## src/rtl/alarm_responder.sv

```systemverilog
// alarm_responder
//   Peer end of the load/alarm handshake of a 3-state trigger FSM
//   (idle -> load -> alarm). It watches the FSM's state levels and answers
//   with single-cycle trigger pulses that advance it.
//   - On a rising edge of m_load it captures preset_val and requests the
//     alarm phase with a trigger pulse.
//   - While m_alarm is high it counts the captured value down once every
//     PRESCALE cycles, toggling the buzzer on each tick. When the count is
//     exhausted it acknowledges with a second trigger pulse.
//
// Handshake: m_load/m_alarm are levels owned by the FSM, and trigger is a
//   one-cycle request/acknowledge pulse owned by this block. A request
//   (REQ) is issued only for a fresh m_load rise seen while idle. The
//   acknowledge (ACK) is issued only after the countdown completes. If the
//   FSM drops its level early (m_load in WAIT_AL, m_alarm in RING), that is
//   treated as a peer reset: the block returns to IDLE silently.
//
// Ports
//   m_clk        in   system clock, rising edge
//   m_reset      in   asynchronous active-high reset
//   m_load       in   high while FSM is in its load state
//   m_alarm      in   high while FSM is in its alarm state
//   preset_val   in   countdown value, sampled on m_load rise
//   trigger      out  one-cycle pulse to the FSM (high exactly in REQ / ACK)
//   buzzer       out  square wave, toggles per tick while ringing
//   count        out  remaining ticks
//   busy         out  high whenever state != IDLE
//   dbg_state_o  out  current FSM state encoding, for observation

module alarm_responder #(
    parameter int CNT_W    = 8,
    parameter int PRESCALE = 50000
) (
    input  logic             m_clk,
    input  logic             m_reset,
    input  logic             m_load,
    input  logic             m_alarm,
    input  logic [CNT_W-1:0] preset_val,
    output logic             trigger,
    output logic             buzzer,
    output logic [CNT_W-1:0] count,
    output logic             busy,
    output logic [2:0]       dbg_state_o
);

    localparam int PW = (PRESCALE > 2) ? $clog2(PRESCALE) : 1;
    localparam logic [PW-1:0] PRESC_MAX = PW'(PRESCALE - 1);

    typedef enum logic [2:0] {
        IDLE     = 3'd0,
        REQ      = 3'd1,
        WAIT_AL  = 3'd2,
        RING     = 3'd3,
        ACK      = 3'd4,
        WAIT_CLR = 3'd5
    } state_t;

    state_t           state_q;
    logic [CNT_W-1:0] count_q;
    logic [PW-1:0]    presc_q;
    logic             buzzer_q;
    logic             trigger_q;
    logic             load_prev_q;

    always_ff @(posedge m_clk or posedge m_reset) begin
        if (m_reset) begin
            state_q     <= IDLE;
            count_q     <= '0;
            presc_q     <= '0;
            buzzer_q    <= 1'b0;
            trigger_q   <= 1'b0;
            load_prev_q <= 1'b0;
        end else begin
            load_prev_q <= m_load;
            // trigger is registered together with the state, so it is high
            // exactly while the state is REQ or ACK and never two cycles running.
            trigger_q   <= 1'b0;

            case (state_q)
                IDLE: begin
                    // Only a fresh rise counts; a level held over from a
                    // previous handshake does not start a new one.
                    if (m_load && !load_prev_q) begin
                        count_q   <= preset_val;
                        state_q   <= REQ;
                        trigger_q <= 1'b1;
                    end
                end

                REQ: begin
                    state_q <= WAIT_AL;
                end

                WAIT_AL: begin
                    if (m_alarm) begin
                        state_q <= RING;
                        presc_q <= '0;
                    end else if (!m_load) begin
                        state_q <= IDLE;
                        count_q <= '0;
                    end
                end

                RING: begin
                    if (!m_alarm) begin
                        state_q  <= IDLE;
                        buzzer_q <= 1'b0;
                        count_q  <= '0;
                    end else if (count_q == '0) begin
                        state_q   <= ACK;
                        trigger_q <= 1'b1;
                        buzzer_q  <= 1'b0;
                    end else if (presc_q == PRESC_MAX) begin
                        // Tick: first one lands PRESCALE cycles after entry.
                        presc_q  <= '0;
                        count_q  <= count_q - 1'b1;
                        buzzer_q <= ~buzzer_q;
                    end else begin
                        presc_q <= presc_q + 1'b1;
                    end
                end

                ACK: begin
                    buzzer_q <= 1'b0;
                    state_q  <= WAIT_CLR;
                end

                WAIT_CLR: begin
                    // m_load activity here is ignored; load_prev_q keeps
                    // tracking it so a level still high on return is no rise.
                    if (!m_alarm) begin
                        state_q <= IDLE;
                    end
                end

                default: begin
                    state_q <= IDLE;
                end
            endcase
        end
    end

    assign trigger     = trigger_q;
    assign buzzer      = buzzer_q;
    assign count       = count_q;
    assign busy        = (state_q != IDLE);
    assign dbg_state_o = state_q;

endmodule

```

## config.mk

```make
export PLATFORM = sky130hd
export DESIGN_NAME = alarm_responder
export DESIGN_NICKNAME = d
export VERILOG_FILES = /design/src/rtl/alarm_responder.sv
export SDC_FILE = /design/constraint.sdc
export NUM_CORES = 1
export LEC_CHECK = 0
export ABC_AREA = 1
export CORE_UTILIZATION = 57
export CTS_BUF_LIST = sky130_fd_sc_hd__clkbuf_8
export CTS_CLUSTER_DIAMETER = 80
export DETAILED_ROUTE_END_ITERATION = 16
export PLACE_DENSITY = 0.78
export SLEW_MARGIN = 30
export SYNTH_ARGS = -nofsm -noshare
export SYNTH_HDL_FRONTEND = slang
export SYNTH_SLANG_ARGS = --single-unit
export TNS_END_PERCENT = 30
```

## constraint.sdc

```tcl
create_clock -name m_clk -period 1.7 [get_ports m_clk]
set_input_delay 0.425 -clock m_clk [delete_from_list [all_inputs] [get_ports m_clk]]
set_output_delay 0.425 -clock m_clk [all_outputs]
set_load 0.03 [all_outputs]
```

Yosys cells after proc, flatten, opt, wreduce, memory -nomap -nowiden
Cells that the tools add are included.
{"block": "totals", "output_inout_bits": 14, "input_bits": 12, "word_cells": 66, "register_bits": 30}
{"block": "classes", "n_bitwise": 1, "addsub": 2, "mux": 27, "reduce_logical": 12, "n_eq_ne": 18}
{"cell": "two-way mux 16 bit", "n": 4}
{"cell": "two-way mux 8 bit", "n": 6}
{"cell": "one-hot mux 16 bit (2 select lines)", "n": 1}
{"cell": "one-hot mux 8 bit (3 select lines)", "n": 1}
{"cell": "two-way mux 3 bit", "n": 6}
{"cell": "one-hot mux 3 bit (6 select lines)", "n": 1}
{"cell": "adder 16 x 1 -> 16 bit (second input constant)", "n": 1}
{"cell": "equality test 16 bit (second input constant)", "n": 1}
{"cell": "!= test 2 bit (second input constant)", "n": 7}
{"cell": "!= test 3 bit (second input constant)", "n": 4}
{"cell": "zero test 8 bit", "n": 1}
{"cell": "AND reduction 4 bit", "n": 2}
{"cell": "subtractor 8 x 1 -> 8 bit (second input constant)", "n": 1}
{"cell": "equality test 3 x 2 -> 1 bit (second input constant)", "n": 2}
{"cell": "equality test 3 bit (second input constant)", "n": 2}
{"cell": "two-way mux 1 bit", "n": 6}
{"cell": "AND reduction 6 bit", "n": 1}
{"cell": "nonzero test 3 bit", "n": 2}
{"cell": "!= test 4 bit (second input constant)", "n": 1}
{"cell": "one-hot mux 1 bit (2 select lines)", "n": 2}
{"cell": "nonzero test 2 bit", "n": 2}
{"cell": "equality test 3 x 1 -> 1 bit (second input constant)", "n": 1}
{"cell": "zero test 3 bit", "n": 1}
{"cell": "AND reduction 2 bit", "n": 1}
{"cell": "3 further kinds", "n": 3}

Depth between registers and ports, before layout
{"block": "logic_depth", "word_depth": 5, "ltp_mapped": 11, "depth_no_buf": 11}

Worst setup path after synthesis
No wires, ideal clock.
{"block": "synth_timing", "kind": "reg-to-reg", "start": "reg count_q[0] (netlist: count[0])", "end": "reg presc_q[10]", "period_less_slack_ns": 1.640, "required_time_ns": 1.574, "setup_slack_ns": 0.060, "stages_incl_launch_ff": 9, "arrival_ns": 1.514, "path_buffers": 1, "setup_time_ns": 0.126, "path_cell_list": "dfrtp_1 > inv_1 > ha_1 > nand3_1 > nor2_4 > nand2_1 > nand2_1 > buf_6 > o21ai_0"}
{"block": "synth_via", "elab_chain_len": 3}
{"item": "from (decl)", "line_no": "59", "rtl": "logic [CNT_W-1:0] count_q;"}
{"item": "from (signal assigned)", "line_no": "84", "rtl": "count_q <= preset_val;"}
{"item": "from (signal assigned)", "line_no": "116", "rtl": "count_q <= count_q - 1'b1;"}
{"item": "zero test 8 bit", "line_no": "109", "rtl": "end else if (count_q == '0) begin"}
{"item": "!= test 2 bit (no line)"}
{"item": "AND reduction 4 bit (no line)"}
{"item": "to (signal assigned)", "line_no": "119", "rtl": "presc_q <= presc_q + 1'b1;"}
{"item": "to (decl)", "line_no": "60", "rtl": "logic [PW-1:0] presc_q;"}
No other way between the ends.
A chain may end at the register's enable or synchronous reset.

Final worst setup path
{"block": "layout_timing", "start": "reg state_q[1] (netlist: dbg_state_o[1])", "end": "out dbg_state_o[1]"}
{"item": "from (decl)", "line_no": "58", "rtl": "state_t state_q;"}
{"item": "from (signal assigned)", "line_no": "67", "rtl": "state_q <= IDLE;"}
{"item": "from (signal assigned)", "line_no": "85", "rtl": "state_q <= REQ;"}
{"item": "from (signal assigned)", "line_no": "91", "rtl": "state_q <= WAIT_AL;"}
{"item": "to (decl)", "line_no": "43", "rtl": "output logic [2:0] dbg_state_o"}
No word-level cell between the ends.

==> out/metrics.cfg <==
[critical_path]
cp_slowest_stage_delay_ps = 490
worstPathCellList = dlygate4sd2_1
setup.worst_path.class = reg -> out
cp_data_arrival_time_ps = 1210
worstPathRequired_ps = 1270
worst_setup_path_end_kind = output port
cp_max_fo = 6
slowest_stage = dfrtp_1
cp.depth = 1
worst-path-buf-inv = 1
reg2reg_depth = 11
critical_path.top_delay_family = flip-flops
start_kind = register

[cells_and_area]
postLayoutCellArea_um2 = 2710
nets = 374
area_delta_synth_final_pct = 30.4
antenna_cells = 0
layout-drive-gt1-share_pct = 19.4
fin_cells = 406
final_core_utilization_pct = 79.3

[floorplan]
initial_core_util_pct = 60.8
design.portCount = 26
die_w_um = 62.4
rows = 21
die_y_um = 62.4
core_area_um2 = 3420
die_area_um2 = 3890

[clocking]
clock-sinks = 30
cts-buffers-inserted = 5
root_buffer = clkbuf_8
path_clk_slew_ps = 60
cts_tree = yes
clockBufferDepth = 2
htree_levels = 2
postCtsHoldBufs = 0
clock_latency_ps = 280

[sta]
drv_slew = 0
fmax_mhz = 613
finalCritPeriodShare_pct = 96.0
skew_ps = 4.58
fin_crit_ps = 1630
hold_viol = 0
setup_viol = 0
fin_setup_tns_ps = 0
max_slew.worst_pin.slew_ps = 381
maxSlewHeadroom_pct = 74.6

[logic_synthesis]
synth_fp_nets = 317
syn_area_per_cell_um2 = 6.88
synth_top_area_share_pct = 36.1
ys_warn_count = 0
netlist_area_um2 = 2080
ys_ff_latch = 30
synthDistinctLibCells = 28
syn_inst = 302
synth_flop_cell = dfrtp_1
synthArstFlopShare_pct = 100
synth_seq_area_share_pct = 36.1
synth_most_common_cell = nand2_1
synth_edf_count = 0
synth_common_cells = nand2_1, nor2_1, dfrtp_1, nand3_1, inv_1
yosys.area.top_type = dfrtp_1
synthTopCellsByArea = dfrtp_1, nand2_1, nand3_1, nor2_1, inv_1

[grt]
grt_pass1_vias = 2002
antenna_found_initial = 0
grt_overflow = 0
grt_usage_pct = 28.8
grt_pass1_wl_um = 8820
grt_max_degree = 31

[placement]
placed_cells = 396
place_congestion = 0.905
portBuffers = 25
dpl_cell_area_um2 = 2570
hpwl_um = 3660

[worst_hold_path]
hold_path.class = in -> async

[power]
p_per_area_nw_per_um2 = 1470
vdd_drop_max_uv = 1090
leakagePower_uw = 0.00138
total_power_uw = 3970

[run]
cap_violations = 0

[route]
vias_per_cell = 5.40
wl_per_cell_um = 12.7
vias = 2191
wirelength_um = 5140
drc = 0
ant_nets = 0
drtPass1Iterations = 4
drt-initial-drc-count = 140

[status]
status = finished clean

## cells by family after synthesis
| kind of cell | after synthesis | share of synthesized area, % |
|---|---|---|
| and+or+nand+nor | 201 | 45.3 |
| AOI/OAI and AO/OA | 27 | 7.40 |
| buffers and inverters | 36 | 7.28 |
| DFF | 30 | 36.1 |
| xor gates and xnor gates | 5 | 2.11 |
| adders and majority gates | 3 | 1.81 |
## state kept, by name, summed over array words and instances, names as in the netlist
name and flops:
presc_q 16, count 8, dbg_state_o 3, buzzer 1, load_prev_q 1, trigger 1
## through the flow
stage | hold slack [ps] | worst slack [ps]
floorplan | 456 | 60.3
global placement | 491 | -146
detailed placement | 509 | -181
CTS | 524 | 1.74
global route | 557 | -3.17
finish | 520 | 68.5
## cells in the final DEF, fill, tap and decap left out, types with 7 or more instances in the layout
cell / synthesis / final
nand2_1: 99 / 98
dfrtp_1: 30 / 29
inv_1: 26 / 25
buf_4: 0 / 29
dlygate4sd2_1: 0 / 12
nand4_1: 14 / 14
nor2_1: 34 / 33
nand3_1: 29 / 29
o21ai_0: 19 / 19
clkdlybuf4s50_1: 0 / 11
nor2_4: 6 / 7
inv_2: 5 / 7
## area by class of cell
type                       instances  area (µm²)
clock buffer                       6        82.6
clock inverter                     2        8.76
fill                             272         706
inverter                          31         116
multi-input combinational        236        1220
sequential                        30         752
tap                               46        57.6
timing repair buffer              55         477
## worst min-delay path: stages
cell             delay (ps)
clkdlybuf4s50_1         390
inv_1                    50
buf_4                   340
## metal layers
metal  global-route usage, %  wire, µm
met1                    34.9      2240
met2                    50.0      2550
met3                    5.29       258
met4                    12.8        84
met5                       0         0
## what timing repair did
item,in CTS,in global routing
setup buffers,0,3
pin swaps,0,5
resized for setup,12,14
endpoints found under the setup margin,12,22
## power breakdown
group / internal (µW) / switching, µW
sequential: 878 / 192
combinational: 894 / 1420
clock: 320 / 273
## final timing paths
check / start / end / slack [ps]
max in group asynchronous: m_reset / dbg_state_o[2]$_DFFE_PP0P_ / 880
hold / removal: m_reset / dbg_state_o[1]$_DFFE_PP0P_ / 520
hold reg to reg: presc_q[1]$_DFFE_PP0P_ / presc_q[1]$_DFFE_PP0P_ / 530
setup / recovery: dbg_state_o[1]$_DFFE_PP0P_ / dbg_state_o[1] / 70
setup reg to reg: presc_q[1]$_DFFE_PP0P_ / buzzer$_DFFE_PP0P_ / 130
min in group m_clk: presc_q[1]$_DFFE_PP0P_ / presc_q[1]$_DFFE_PP0P_ / 530
(Power assumes the default switching activity.)
